$ cat config.mk
export PLATFORM = sky130hd
export DESIGN_NAME = ace_snoop_responder
export DESIGN_NICKNAME = d
export VERILOG_FILES = /design/src/rtl/ace_snoop_responder_pkg.sv /design/src/rtl/ace_snoop_responder.sv
export SDC_FILE = /design/constraint.sdc
export NUM_CORES = 1
export LEC_CHECK = 0
export BUFFER_PORTS_ARGS = -buffer_cell sky130_fd_sc_hd__buf_2
export CAP_MARGIN = 20
export CORE_ASPECT_RATIO = 0.5
export CORE_UTILIZATION = 47
export CTS_CLUSTER_DIAMETER = 120
export DETAILED_ROUTE_END_ITERATION = 10
export HOLD_SLACK_MARGIN = 0.03
export MAX_ROUTING_LAYER = met4
export PLACE_DENSITY = 0.84
export SLEW_MARGIN = 25
export SYNTH_ARGS = -nofsm -noshare
export SYNTH_HDL_FRONTEND = slang
export SYNTH_SLANG_ARGS = --single-unit
$ cat constraint.sdc
create_clock -name clk_i -period 2.1 [get_ports clk_i]
set_clock_uncertainty 0.1 [all_clocks]
set_input_delay 0.105 -clock clk_i [delete_from_list [all_inputs] [get_ports clk_i]]
set_output_delay 0.105 -clock clk_i [all_outputs]
set_load 0.01 [all_outputs]
$ cat src/rtl/ace_snoop_responder_pkg.sv
// Shared types and snoop-encoding helpers for the ACE snoop responder.
package ace_snoop_responder_pkg;

    // Action the cache applies to the line when the lookup hits.
    typedef enum logic [1:0] {
        KEEP  = 2'd0,
        SHARE = 2'd1,
        CLEAN = 2'd2,
        INVAL = 2'd3
    } snoop_op_t;

    // CR response bits, MSB first in the same order as the port.
    typedef struct packed {
        logic was_unique;
        logic is_shared;
        logic pass_dirty;
        logic error;
        logic data_transfer;
    } cr_resp_t;

    // How a snoop is handled before any cache access happens.
    typedef enum logic [1:0] {
        CLASS_LOOKUP   = 2'd0,
        CLASS_DVM      = 2'd1,
        CLASS_RESERVED = 2'd2
    } snoop_class_t;

    localparam logic [3:0] ACSNOOP_READ_ONCE              = 4'b0000;
    localparam logic [3:0] ACSNOOP_READ_SHARED            = 4'b0001;
    localparam logic [3:0] ACSNOOP_READ_CLEAN             = 4'b0010;
    localparam logic [3:0] ACSNOOP_READ_NOT_SHARED_DIRTY  = 4'b0011;
    localparam logic [3:0] ACSNOOP_READ_UNIQUE            = 4'b0111;
    localparam logic [3:0] ACSNOOP_CLEAN_SHARED           = 4'b1000;
    localparam logic [3:0] ACSNOOP_CLEAN_INVALID          = 4'b1001;
    localparam logic [3:0] ACSNOOP_MAKE_INVALID           = 4'b1101;
    localparam logic [3:0] ACSNOOP_DVM_COMPLETE           = 4'b1110;
    localparam logic [3:0] ACSNOOP_DVM_MESSAGE            = 4'b1111;

    // Sort an incoming snoop into lookup, DVM or reserved handling.
    function automatic snoop_class_t classify_snoop(input logic [3:0] snoop);
        snoop_class_t cls;
        case (snoop)
            ACSNOOP_READ_ONCE,
            ACSNOOP_READ_SHARED,
            ACSNOOP_READ_CLEAN,
            ACSNOOP_READ_NOT_SHARED_DIRTY,
            ACSNOOP_READ_UNIQUE,
            ACSNOOP_CLEAN_SHARED,
            ACSNOOP_CLEAN_INVALID,
            ACSNOOP_MAKE_INVALID:  cls = CLASS_LOOKUP;
            ACSNOOP_DVM_COMPLETE,
            ACSNOOP_DVM_MESSAGE:   cls = CLASS_DVM;
            default:               cls = CLASS_RESERVED;
        endcase
        return cls;
    endfunction

    // Line-state action requested from the cache for a lookup snoop.
    function automatic snoop_op_t lookup_op(input logic [3:0] snoop);
        snoop_op_t op;
        case (snoop)
            ACSNOOP_READ_SHARED,
            ACSNOOP_READ_CLEAN,
            ACSNOOP_READ_NOT_SHARED_DIRTY:  op = SHARE;
            ACSNOOP_CLEAN_SHARED:           op = CLEAN;
            ACSNOOP_READ_UNIQUE,
            ACSNOOP_CLEAN_INVALID,
            ACSNOOP_MAKE_INVALID:           op = INVAL;
            default:                        op = KEEP;
        endcase
        return op;
    endfunction

    // Response for a lookup given the line state before the op; a miss answers all-zero.
    function automatic cr_resp_t lookup_resp(input logic [3:0] snoop,
                                             input logic       hit,
                                             input logic       dirty,
                                             input logic       shared);
        cr_resp_t resp;
        resp = '0;
        if (hit) begin
            resp.was_unique = ~shared;
            case (snoop)
                ACSNOOP_READ_ONCE: begin
                    resp.data_transfer = 1'b1;
                    resp.is_shared     = 1'b1;
                end
                ACSNOOP_READ_SHARED,
                ACSNOOP_READ_CLEAN,
                ACSNOOP_READ_NOT_SHARED_DIRTY: begin
                    resp.data_transfer = 1'b1;
                    resp.is_shared     = 1'b1;
                    resp.pass_dirty    = dirty;
                end
                ACSNOOP_READ_UNIQUE: begin
                    resp.data_transfer = 1'b1;
                    resp.pass_dirty    = dirty;
                end
                ACSNOOP_CLEAN_SHARED: begin
                    resp.data_transfer = dirty;
                    resp.pass_dirty    = dirty;
                    resp.is_shared     = 1'b1;
                end
                ACSNOOP_CLEAN_INVALID: begin
                    resp.data_transfer = dirty;
                    resp.pass_dirty    = dirty;
                end
                default: begin
                    resp.data_transfer = 1'b0;
                end
            endcase
        end
        return resp;
    endfunction

endpackage

$ cat src/rtl/ace_snoop_responder.sv
// ACE snoop slave: accepts one AC snoop, runs one cache lookup, answers on CR and streams the line on CD.
module ace_snoop_responder
    import ace_snoop_responder_pkg::*;
#(
    parameter int unsigned AddrWidth = 64,
    parameter int unsigned DataWidth = 64,
    parameter int unsigned LineWidth = 128
) (
    input  logic                 clk_i,
    input  logic                 rst_ni,
    input  logic                 ac_valid_i,
    output logic                 ac_ready_o,
    input  logic [AddrWidth-1:0] ac_addr_i,
    input  logic [3:0]           ac_snoop_i,
    input  logic [2:0]           ac_prot_i,
    output logic                 cr_valid_o,
    input  logic                 cr_ready_i,
    output logic [4:0]           cr_resp_o,
    output logic                 cd_valid_o,
    input  logic                 cd_ready_i,
    output logic [DataWidth-1:0] cd_data_o,
    output logic                 cd_last_o,
    output logic                 lkp_req_o,
    input  logic                 lkp_gnt_i,
    output logic [AddrWidth-1:0] lkp_addr_o,
    output logic [1:0]           lkp_op_o,
    input  logic                 lkp_valid_i,
    input  logic                 lkp_hit_i,
    input  logic                 lkp_dirty_i,
    input  logic                 lkp_shared_i,
    input  logic [LineWidth-1:0] lkp_data_i
);

    localparam int unsigned NrBeats    = LineWidth / DataWidth;
    localparam int unsigned BeatWidth  = (NrBeats > 1) ? $clog2(NrBeats) : 1;
    localparam int unsigned OffsetBits = $clog2(LineWidth / 8);
    localparam logic [BeatWidth-1:0] LastBeat = BeatWidth'(NrBeats - 1);

    typedef enum logic [1:0] {
        IDLE   = 2'd0,
        LOOKUP = 2'd1,
        WAIT   = 2'd2,
        RESP   = 2'd3
    } state_t;

    state_t                state_q;
    logic [3:0]            snoop_q;
    logic [2:0]            prot_unused_q;
    logic [LineWidth-1:0]  line_q;
    logic [BeatWidth-1:0]  beat_q;
    logic                  cr_done_q;
    logic                  cd_done_q;

    logic                  cr_hs;
    logic                  cd_hs;
    logic                  cr_done_now;
    logic                  cd_done_now;
    logic [BeatWidth-1:0]  beat_next;
    logic [DataWidth-1:0]  next_beat_data;
    cr_resp_t              wait_resp;

    // Handshake decode and the CD beat mux that selects the next beat from the held line.
    always_comb begin
        cr_hs          = cr_valid_o & cr_ready_i;
        cd_hs          = cd_valid_o & cd_ready_i;
        cr_done_now    = cr_done_q | cr_hs;
        cd_done_now    = cd_done_q | (cd_hs & cd_last_o);
        beat_next      = beat_q + 1'b1;
        next_beat_data = line_q[int'(beat_next) * DataWidth +: DataWidth];
        wait_resp      = lookup_resp(snoop_q, lkp_hit_i, lkp_dirty_i, lkp_shared_i);
    end

    // Snoop FSM with every channel output registered so it holds steady under backpressure.
    always_ff @(posedge clk_i or negedge rst_ni) begin
        if (!rst_ni) begin
            state_q       <= IDLE;
            snoop_q       <= '0;
            prot_unused_q <= '0;
            line_q        <= '0;
            beat_q        <= '0;
            cr_done_q     <= 1'b0;
            cd_done_q     <= 1'b0;
            ac_ready_o    <= 1'b1;
            cr_valid_o    <= 1'b0;
            cr_resp_o     <= '0;
            cd_valid_o    <= 1'b0;
            cd_data_o     <= '0;
            cd_last_o     <= 1'b0;
            lkp_req_o     <= 1'b0;
            lkp_addr_o    <= '0;
            lkp_op_o      <= '0;
        end else begin
            case (state_q)
                IDLE: begin
                    if (ac_valid_i && ac_ready_o) begin
                        snoop_q       <= ac_snoop_i;
                        prot_unused_q <= ac_prot_i;
                        ac_ready_o    <= 1'b0;
                        case (classify_snoop(ac_snoop_i))
                            CLASS_LOOKUP: begin
                                state_q    <= LOOKUP;
                                lkp_req_o  <= 1'b1;
                                lkp_addr_o <= {ac_addr_i[AddrWidth-1:OffsetBits], OffsetBits'(0)};
                                lkp_op_o   <= lookup_op(ac_snoop_i);
                            end
                            CLASS_DVM: begin
                                state_q    <= RESP;
                                cr_valid_o <= 1'b1;
                                cr_resp_o  <= '0;
                                cr_done_q  <= 1'b0;
                                cd_done_q  <= 1'b1;
                            end
                            default: begin
                                state_q    <= RESP;
                                cr_valid_o <= 1'b1;
                                cr_resp_o  <= 5'b00010;
                                cr_done_q  <= 1'b0;
                                cd_done_q  <= 1'b1;
                            end
                        endcase
                    end
                end
                LOOKUP: begin
                    if (lkp_gnt_i) begin
                        lkp_req_o <= 1'b0;
                        state_q   <= WAIT;
                    end
                end
                WAIT: begin
                    if (lkp_valid_i) begin
                        line_q     <= lkp_data_i;
                        cr_resp_o  <= wait_resp;
                        cr_valid_o <= 1'b1;
                        cr_done_q  <= 1'b0;
                        cd_valid_o <= wait_resp.data_transfer;
                        cd_done_q  <= ~wait_resp.data_transfer;
                        cd_data_o  <= lkp_data_i[DataWidth-1:0];
                        cd_last_o  <= wait_resp.data_transfer & (NrBeats == 1);
                        beat_q     <= '0;
                        state_q    <= RESP;
                    end
                end
                RESP: begin
                    if (cr_hs) begin
                        cr_valid_o <= 1'b0;
                        cr_done_q  <= 1'b1;
                    end
                    if (cd_hs) begin
                        if (cd_last_o) begin
                            cd_valid_o <= 1'b0;
                            cd_last_o  <= 1'b0;
                            cd_done_q  <= 1'b1;
                        end else begin
                            beat_q    <= beat_next;
                            cd_data_o <= next_beat_data;
                            cd_last_o <= (beat_next == LastBeat);
                        end
                    end
                    if (cr_done_now && cd_done_now) begin
                        state_q    <= IDLE;
                        ac_ready_o <= 1'b1;
                        cr_resp_o  <= '0;
                    end
                end
                default: begin
                    state_q <= IDLE;
                end
            endcase
        end
    end

endmodule

==> After elaboration in Yosys (flattened, before gate mapping) <==
Memories as Yosys holds them, arrays and structs flattened.
Cells that the tools add are included.
W data, S select, Z words.
{ "word_totals": {"romBits": 32, "latch_bits": 0, "ram_bits": 0, "input_bits": 209, "n_memories": 1, "word_cells": 133, "output_inout_bits": 140, "reg_bits": 273} }
{ "mem_list": {"columns": ["memory", "depth", "word_bits", "rd", "rd_ports_with_merged_regs", "write_ports", "line", "rtl"], "rows": [
  ["(no name shown)", 16, 2, 1, 0, 0, "ace_snoop_responder_pkg.sv:42", "case (snoop)"]
]} }
{ "op_classes": {"addsub": 1, "n_shift": 1, "n_eq_ne": 27, "div_mod_pow": 0, "reduce_logical": 27, "bitwise": 7, "magnitude_cmp": 0, "n_mux": 54, "multipliers": 0} }
{ "ops": {"columns": ["operator", "n"], "rows": [
  ["$mux W64", 3],
  ["$pmux W64 S2", 1],
  ["$shiftx A128 B8 Y64", 1],
  ["$mux W1", 26],
  ["$eq A4 B4 Y1 const B", 5],
  ["$ne A2 B2 Y1 const B", 9],
  ["$eq A4 B2 Y1 const B", 4],
  ["$reduce_and A4 Y1", 4],
  ["$mux W5", 3],
  ["$pmux W5 S3", 1],
  ["$mux W2", 7],
  ["$pmux W1 S2", 6],
  ["$pmux W5 S2", 1],
  ["$reduce_and A5 Y1", 2],
  ["$reduce_or A5 Y1", 2],
  ["$pmux W1 S3", 3],
  ["$reduce_and A3 Y1", 3],
  ["$eq A4 B1 Y1 const B", 2],
  ["$eq A4 B3 Y1 const B", 2],
  ["$pmux W2 S4", 1],
  ["$pmux W2 S3", 1],
  ["$reduce_and A6 Y1", 1],
  ["$reduce_bool A2 Y1", 3],
  ["$reduce_or A3 Y1", 2],
  ["other kinds (15)", 24]
]} }

==> Depth between registers and ports, before layout <==
Gate-level depths: netlist of the first run.
{ "depth": {"word_depth": 7, "ltp_mapped": 9, "ltp_nobuf": 6} }

==> Least setup slack after synthesis of the first run <==
Ideal clock, no wire load.
{ "synth_timing": {"kind": "register to register", "startpoint": "register state_q[0]", "endpoint": "register lkp_addr_o[10]", "synth_period_minus_slack_ns": 2.112, "required_time_ns": 1.875, "path_slack_ns": -0.012, "stages_incl_launch_ff": 7, "arrival_time_ns": 1.887, "cell_sequence": "dfrtp_1 inv_1 ha_1 nand3_2 nor4_4 buf_6 mux2_4"} }
{ "synth_between": {"elab_chain_cells": 2} }
{ "synth_rtl": {"columns": ["element", "line", "rtl"], "rows": [
  ["from (decl)", "ace_snoop_responder.sv:46", "state_t state_q;"],
  ["from (signal assigned)", "ace_snoop_responder.sv:76", "state_q <= IDLE;"],
  ["from (signal assigned)", "ace_snoop_responder.sv:101", "state_q <= LOOKUP;"],
  ["from (signal assigned)", "ace_snoop_responder.sv:107", "state_q <= RESP;"],
  ["$logic_not A2 Y1", "ace_snoop_responder.sv:93", "case (state_q)"],
  ["$reduce_and A3 Y1 (no source line)", null, null],
  ["to (signal assigned)", "ace_snoop_responder.sv:103", "lkp_addr_o <= {ac_addr_i[AddrWidth-1:OffsetBits], OffsetBits'(0)};"],
  ["to (decl)", "ace_snoop_responder.sv:25", "output logic [AddrWidth-1:0] lkp_addr_o,"]
]} }
No other way between the ends.
A chain may end at the register's enable or synchronous reset.

==> Worst setup path after layout of the first run <==
{ "layout_timing": {"startpoint": "register state_q[1]", "endpoint": "register cd_data_o[19]"} }
{ "layout_between": {"elab_chain_cells": 3, "elab_cells_between_ends": 8} }
{ "layout_rtl": {"columns": ["element", "line", "rtl"], "rows": [
  ["$eq A2 B2 Y1", "ace_snoop_responder.sv:93", null],
  ["$ne A2 B2 Y1 (no source line) / $reduce_bool A2 Y1 (equally long branches)", null, null],
  ["$reduce_and A4 Y1 (no source line)", null, null],
  ["to (signal assigned)", "ace_snoop_responder.sv:137", "cd_data_o <= lkp_data_i[DataWidth-1:0];"],
  ["to (signal assigned)", "ace_snoop_responder.sv:155", "cd_data_o <= next_beat_data;"],
  ["to (decl)", "ace_snoop_responder.sv:21", "output logic [DataWidth-1:0] cd_data_o,"]
]} }
Several ways; a longest one is shown, not always the timed one.

==> results.sh, run 1 <==
export IMPL_regToRegEndpoint="cd_data_o[19]$_DFFE_PN0P_"
export IMPL_cp_start_kind="flop"
export IMPL_synth_edf_count=0
export IMPL_ys_ff_latch=273
export IMPL_io_buffers=337
export IMPL_drt_total_wl_um=40200
export IMPL_placed_cells=1585
export IMPL_violations="negative setup slack"
export IMPL_ys_types=49
export IMPL_design_power_total_mw=11.1
export IMPL_min_path_type="input pin to async pin"
export IMPL_dr_total_vias=10200
export IMPL_hpwl_um=20700
export IMPL_drtAntennaViolNets=0
export IMPL_die_y_um=114
export IMPL_status="finished with violations"
export IMPL_fin_tns_setup_ps=-462
export IMPL_synth_area_leaders="dfrtp_1 57%, mux2_2 15%, mux2i_1 5.7%"
export IMPL_fmax_mhz=457
export IMPL_setup_viol=15
export IMPL_min_period_ps=2190
export IMPL_netlist_top_cell_by_area="dfrtp_1"
export IMPL_core_area_um2=24400
export IMPL_synth_flop_cell="dfrtp_1"
export IMPL_clk_path_buf_depth=3
export IMPL_critPathMaxFanout=28
export IMPL_reg2regPathDepth=7
export IMPL_io_pins=349
export IMPL_rows=40
export IMPL_leakage_nw=8.89
export IMPL_drive_gt1_share_pct=43.0
export IMPL_syn_area_per_cell_um2=12.6
export IMPL_dp_slack_ps=-73.4
export IMPL_overflow=0
export IMPL_grt_pass1_wl_um=57900
export IMPL_h_tree_depth=1
export IMPL_gr_usage_all_layers_pct=29.9
export IMPL_place_gp_congestion=0.868
export IMPL_die_area_um2=25900
export IMPL_reg2reg_from="state_q[1]$_DFFE_PN0P_"
export IMPL_dr_pass1_iters=7
export IMPL_crit_slowest_cell="dfrtp_2"
export IMPL_grt_max_degree=79
export IMPL_finalMaxSlewViolations=0
export IMPL_ys_warnings_count=0
export IMPL_yosys_area_top_type_share_pct=57.4
export IMPL_ys_seq_area_share_pct=57.7
export IMPL_maxSlewHeadroom_pct=64.3
export IMPL_die_x_um=227
export IMPL_cts_inserted_buffers=25
export IMPL_layout_cells_non_filler=1850
export IMPL_switchingPower_mw=2.45
export IMPL_start_util_pct=48.6
export IMPL_switching_share_pct=22.2
export IMPL_endpoint_kind="flop"
export IMPL_antenna_found_initial=3
export IMPL_nNetsFinal=1707
export IMPL_ir_drop_mv=0.437
export IMPL_setup_ws_ps=-88.6
export IMPL_required_ps=2420
export IMPL_clkLatencyLatePin_ps=520
export IMPL_reg2reg_slack_ps=-90
export IMPL_tightest_slew_ps=536
export IMPL_vias_per_cell=5.54
export IMPL_cts_sinks=273
export IMPL_powerDensity_nw_per_um2=637
export IMPL_critPathMaxStageDelay_ps=460
export IMPL_worstPathArrival_ps=2500
export IMPL_min_period_over_period_pct=104
export IMPL_cts_root_buf="clkbuf_16"
export IMPL_cts_tree="yes"
export IMPL_seq_power_share_pct=47.5
export IMPL_critical_path_class="flop to flop"
export IMPL_drcViolationCount=0
export IMPL_clk_pin_slew_ps=80
export IMPL_syn_inst=943
export IMPL_drtIter0Drc=901
export IMPL_final_util_pct=71.2
export IMPL_drt_wirelength_per_cell_um=21.7
export IMPL_p_int_mw=8.60
export IMPL_pwr_share_comb_pct=6.3
export IMPL_power_frac_clock_pct=46.2
export IMPL_finalHoldViolations=0
export IMPL_crit_chain="buf_4 -> ha_4 -> a21boi_4 -> a2111o_2 -> buf_12 -> buf_16 -> o21ai_0"
export IMPL_cap_violations=0
export IMPL_grt_pass1_vias=10800
export IMPL_syn_to_final_growth_pct=46.4
export IMPL_async_flop_share_pct=100
export IMPL_syn_area_um2=11900
## flip-flops by register name (all words and copies together), names as in the netlist
signal and flops:
ac_ready_o 1, cr_resp_o 5, lkp_op_o 2, lkp_req_o 1, line_q 128, cr_done_q 1
cd_done_q 1, state_q 2, beat_q 1, snoop_q 4, lkp_addr_o 60, cd_valid_o 1
cd_last_o 1, cr_valid_o 1, cd_data_o 64
## power groups by stage
stage / logic [mW] / clock network (mW) / registers (mW)
2_1_floorplan: 0.0266 / 0 / 5.36
5_1_grt: 0.743 / 5.38 / 5.25
3_5_place_dp: 0.359 / 0 / 5.36
3_3_place_gp: 0.345 / 0 / 5.36
6_report: 0.691 / 5.11 / 5.25
4_1_cts: 0.665 / 5.07 / 5.25
## worst max-delay path, delay by kind of cell, from the launching register on
family	cells	cell delay [ps]
DFF	1	460
adders and majority gates	1	190
buffers and inverters	3	500
AOI/OAI and AO/OA	3	810
## worst max-delay path by stage
stage	startpoint	endpoint	slack [ps]	cells past startpoint
after floorplan	state_q[0]$_DFFE_PN0P_	cd_done_q$_DFFE_PN0P_	20	7
after global placement	state_q[0]$_DFFE_PN0P_	lkp_addr_o[8]$_DFFE_PN0P_	7	7
after detailed placement	state_q[0]$_DFFE_PN0P_	cd_data_o[4]$_DFFE_PN0P_	-70	6
after CTS	state_q[0]$_DFFE_PN0P_	cd_data_o[26]$_DFFE_PN0P_	-40	6
after global routing	state_q[1]$_DFFE_PN0P_	cd_data_o[19]$_DFFE_PN0P_	-90	7
final	state_q[1]$_DFFE_PN0P_	cd_data_o[19]$_DFFE_PN0P_	-90	7
## metal layers
layer / GRT usage, % / part of all wire, % / vias up
li1: - / - / 4413
met1: 32.2 / 37 / 5051
met2: 52.1 / 51 / 560
met3: 5.36 / 6.1 / 216
met4: 17.6 / 6.4 / 0
met5: - / 0 / -
## metrics by stage
| step | hold slack, ps | instance area, um^2 |
|---|---|---|
| floorplan | -291 | 11900 |
| global placement | -12.8 | 14100 |
| detailed placement | -3.44 | 14100 |
| CTS | 37.3 | 17100 |
| global route | 64.4 | 17300 |
| finish | 23.8 | 17300 |
## area by class of cell
class                           count  area (um^2)
Multi-Input combinational cell    598         4750
Clock buffer                       29          681
Clock inverter                     15          213
Fill cell                        1465         7030
Inverter                           11         42.5
Antenna cell                        3         7.51
Timing Repair Buffer              585         4390
Tap cell                          336          420
Sequential cell                   273         6840
## kinds of logic (layout without fill, tap and decap cells)
kind of cell    count (synthesis)  after routing  synth area share [%]
fa+ha+maj                       4              4                 0.422
mux                           264            264                  25.6
flops                         273            273                  57.7
simple gates                  170            170                  6.03
other cells                     1              7                0.0316
compound gates                156            156                  7.21
buf+inv                        75            640                  3.03
## placed cells by master, fill, tap and decap left out, drive strengths merged, types with 4 or more instances in the layout
| master | instances |
|---|---|
| buf | 380 |
| dfrtp | 272 |
| dlygate4sd3 | 201 |
| mux2 | 197 |
| nand2 | 77 |
| nor2 | 70 |
| a21oi | 70 |
| mux2i | 67 |
| o21ai | 67 |
| clkbuf | 33 |
| inv | 10 |
| clkinv | 6 |
| nand3 | 6 |
| clkinvlp | 5 |
| bufinv | 5 |
| nor3 | 4 |
| conb | 4 |
| ha | 4 |
## cell usage after synthesis (2+ instances only)
cell type  count
mux2_4        39
buf_2         14
buf_6          6
clkbuf_1      39
o21ai_0       67
inv_1         11
mux2_1         3
a21oi_1       70
nor2b_1        3
nor3_1         4
mux2i_1       67
a21boi_0       2
nand2_1       77
nor4_1         2
buf_4          4
mux2_2       155
dfrtp_1      272
nand3_1        5
nor2_1        70
ha_1           4
## repair_timing
item,CTS,global route
hold buffers,201,0
gates resized for setup,6,31
endpoints found under the hold margin,541,0
pin swaps,1,4
endpoints found under the setup margin,109,110
setup buffers,0,10
cloned,1,6
Power figures use the tool's default switching activity.
==> inputs of run 2 (changes only) <==
--- a/config.mk
+++ b/config.mk
@@ -5,6 +5,7 @@
 export SDC_FILE = /design/constraint.sdc
 export NUM_CORES = 1
 export LEC_CHECK = 0
+export ABC_AREA = 1
 export BUFFER_PORTS_ARGS = -buffer_cell sky130_fd_sc_hd__buf_2
 export CAP_MARGIN = 20
 export CORE_ASPECT_RATIO = 0.5
@@ -13,7 +14,7 @@
 export DETAILED_ROUTE_END_ITERATION = 10
 export HOLD_SLACK_MARGIN = 0.03
 export MAX_ROUTING_LAYER = met4
-export PLACE_DENSITY = 0.84
+export PLACE_DENSITY = 0.83
 export SLEW_MARGIN = 25
 export SYNTH_ARGS = -nofsm -noshare
 export SYNTH_HDL_FRONTEND = slang
==> results.sh, run 2 <==
export IMPL_die_x_um=227
export IMPL_finalMaxSlewViolations=0
export IMPL_grt_pass1_wl_um=61900
export IMPL_critical_path_class="flop to flop"
export IMPL_ys_warnings_count=0
export IMPL_grt_pass1_vias=12300
export IMPL_dr_pass1_iters=7
export IMPL_min_period_ps=2160
export IMPL_drt_wirelength_per_cell_um=18.2
export IMPL_setup_viol=2
export IMPL_crit_chain="inv_2 -> ha_4 -> clkinvlp_4 -> buf_4 -> nor2_4 -> nand2_1 -> dlygate4sd3_1 -> o21ai_0"
export IMPL_fmax_mhz=464
export IMPL_synth_area_leaders="dfrtp_1 57%, nand2_1 16%, o21ai_0 6.1%"
export IMPL_largest_register_ffs=128
export IMPL_grt_max_degree=93
export IMPL_die_area_um2=26000
export IMPL_io_buffers=337
export IMPL_reg2regPathDepth=8
export IMPL_async_flop_share_pct=100
export IMPL_hpwl_um=20500
export IMPL_critPathMaxFanout=4
export IMPL_gr_usage_all_layers_pct=31.1
export IMPL_endpoint_kind="flop"
export IMPL_netlist_top_cell_by_area="dfrtp_1"
export IMPL_syn_area_um2=11900
export IMPL_violations="negative setup slack"
export IMPL_min_path_type="input pin to async pin"
export IMPL_cts_tree="yes"
export IMPL_ir_drop_mv=0.821
export IMPL_syn_area_per_cell_um2=8.59
export IMPL_rows=40
export IMPL_leakage_nw=9.10
export IMPL_core_area_um2=24400
export IMPL_yosys_area_top_type_share_pct=57.1
export IMPL_min_period_over_period_pct=103
export IMPL_clk_path_buf_depth=3
export IMPL_worstPathArrival_ps=2480
export IMPL_cts_inserted_buffers=25
export IMPL_dr_total_vias=12300
export IMPL_ys_types=26
export IMPL_synth_flop_cell="dfrtp_1"
export IMPL_clkLatencyLatePin_ps=540
export IMPL_nNetsFinal=2129
export IMPL_start_util_pct=48.8
export IMPL_cts_sinks=273
export IMPL_critPathMaxStageDelay_ps=540
export IMPL_drtAntennaViolNets=0
export IMPL_crit_slowest_cell="dlygate4sd3_1"
export IMPL_yosys_top_cells_count="503 x nand2_1, 272 x dfrtp_1, 144 x o21ai_0"
export IMPL_cts_root_buf="clkbuf_16"
export IMPL_synth_edf_count=0
export IMPL_io_pins=349
export IMPL_syn_to_final_growth_pct=43.9
export IMPL_regMostFlops="line_q"
export IMPL_rsz0062_at_grt="true"
export IMPL_h_tree_depth=1
export IMPL_final_common_cell="nand2_1"
export IMPL_vias_per_cell=5.40
export IMPL_drcViolationCount=0
export IMPL_antenna_found_initial=4
export IMPL_holdWs_ps=63.5
export IMPL_synth_most_common_cell="nand2_1"
export IMPL_layout_common_cells="502 x nand2_1, 336 x buf_2, 271 x dfrtp_1, 207 x dlygate4sd3_1, 143 x o21ai_0"
export IMPL_finalHoldViolations=0
export IMPL_drive_gt1_share_pct=24.4
export IMPL_syn_inst=1386
export IMPL_ys_seq_area_share_pct=57.4
export IMPL_die_y_um=115
export IMPL_required_ps=2420
export IMPL_dp_slack_ps=86.3
export IMPL_drt_total_wl_um=41500
export IMPL_setup_ws_ps=-56.8
export IMPL_clk_pin_slew_ps=70
export IMPL_cap_violations=0
export IMPL_ys_ff_latch=273
export IMPL_cp_start_kind="flop"
export IMPL_overflow=0
export IMPL_status="finished with violations"
export IMPL_powerDensity_nw_per_um2=1410
export IMPL_top_regs="line_q x128, cd_data_o x64, lkp_addr_o x60"
export IMPL_design_power_total_mw=24.1
export IMPL_place_gp_congestion=0.926
export IMPL_drtIter0Drc=1394
export IMPL_final_util_pct=70.2
export IMPL_fin_tns_setup_ps=-93.1
[run 2: changes by cell type after synthesis, sizes merged, moves of 9 or more]
cell,previous run,this run
a21oi,70,60
buf,25,47
inv,11,118
mux2,197,37
mux2i,67,0
nand2,77,503
nand3,6,17
nor2,70,79
o21ai,67,167
o22ai,0,37
[run 2: through the flow]
| step | area (um^2) | cells |
|---|---|---|
| 2_1_floorplan | 11900 | 1389 |
| 3_3_place_gp | 14000 | 2002 |
| 3_5_place_dp | 14000 | 2002 |
| 4_1_cts | 16900 | 2254 |
| 5_1_grt | 17100 | 2273 |
| 6_report | 17100 | 2274 |
[run 2: final timing paths]
path                                           from                         end  slack [ps]
setup / recovery             state_q[1]$_DFFE_PN0P_      snoop_q[1]$_DFFE_PN0P_         -60
hold / removal                               rst_ni     line_q[100]$_DFFE_PN0P_          60
setup reg to reg             state_q[1]$_DFFE_PN0P_      snoop_q[1]$_DFFE_PN0P_         -60
hold reg to reg            cd_data_o[2]$_DFFE_PN0P_    cd_data_o[2]$_DFFE_PN0P_         370
max in group asynchronous                    rst_ni   cd_data_o[37]$_DFFE_PN0P_        1000
min in group clk_i                    ac_addr_i[33]  lkp_addr_o[33]$_DFFE_PN0P_         210
[run 2: routing by layer]
layer	wire [um]	track usage, %	part of all wire [%]	vias to the layer above
met3	3050	7.03	7.4	278
li1	-	-	-	5440
met2	20200	50.8	49	756
met1	15400	34.7	37	5813
met4	2860	20.2	6.9	0
met5	0	-	0	-
[run 2: cells by family (layout without fill, tap and decap cells)]
kind of cell               Yosys count  after routing  synth area share (%)
DFF                                273            273                  57.4
AOI/OAI and AO/OA                  265            265                  11.6
adders and majority gates            4              4                 0.420
muxes                               37             37                  3.50
and+or+nand+nor                    604            605                  19.5
other                                1              9                0.0315
buffers and inverters              202            745                  7.61
[run 2: worst max-delay path, delay by kind of cell (launching register included)]
| family | cells | cell delay [ps] |
|---|---|---|
| flops | 1 | 440 |
| buf+inv | 4 | 980 |
| compound gates | 1 | 130 |
| simple gates | 2 | 180 |
| fa+ha+maj | 1 | 200 |
[run 2: final cells by class]
| class | count | area, um^2 |
|---|---|---|
| fillers | 1654 | 7290 |
| clock buffers | 33 | 686 |
| well taps | 336 | 420 |
| multi-input cells | 915 | 4260 |
| diodes | 5 | 12.5 |
| flip-flops and latches | 273 | 6830 |
| clock inverters | 11 | 171 |
| repair buffers | 583 | 4310 |
| inverters | 118 | 452 |
[run 2: repair_timing]
action                     in CTS  in global routing
resized for setup               0                 15
hold buffers                  208                  0
hold endpoints to repair      545                  0
buffers inserted                0                 12
setup endpoints to repair       0                139
[run 2: where the power goes]
group,switching [mW],internal (mW)
Clock,2.15,2.81
Combinational,6.05,3.86
Sequential,1.49,7.76
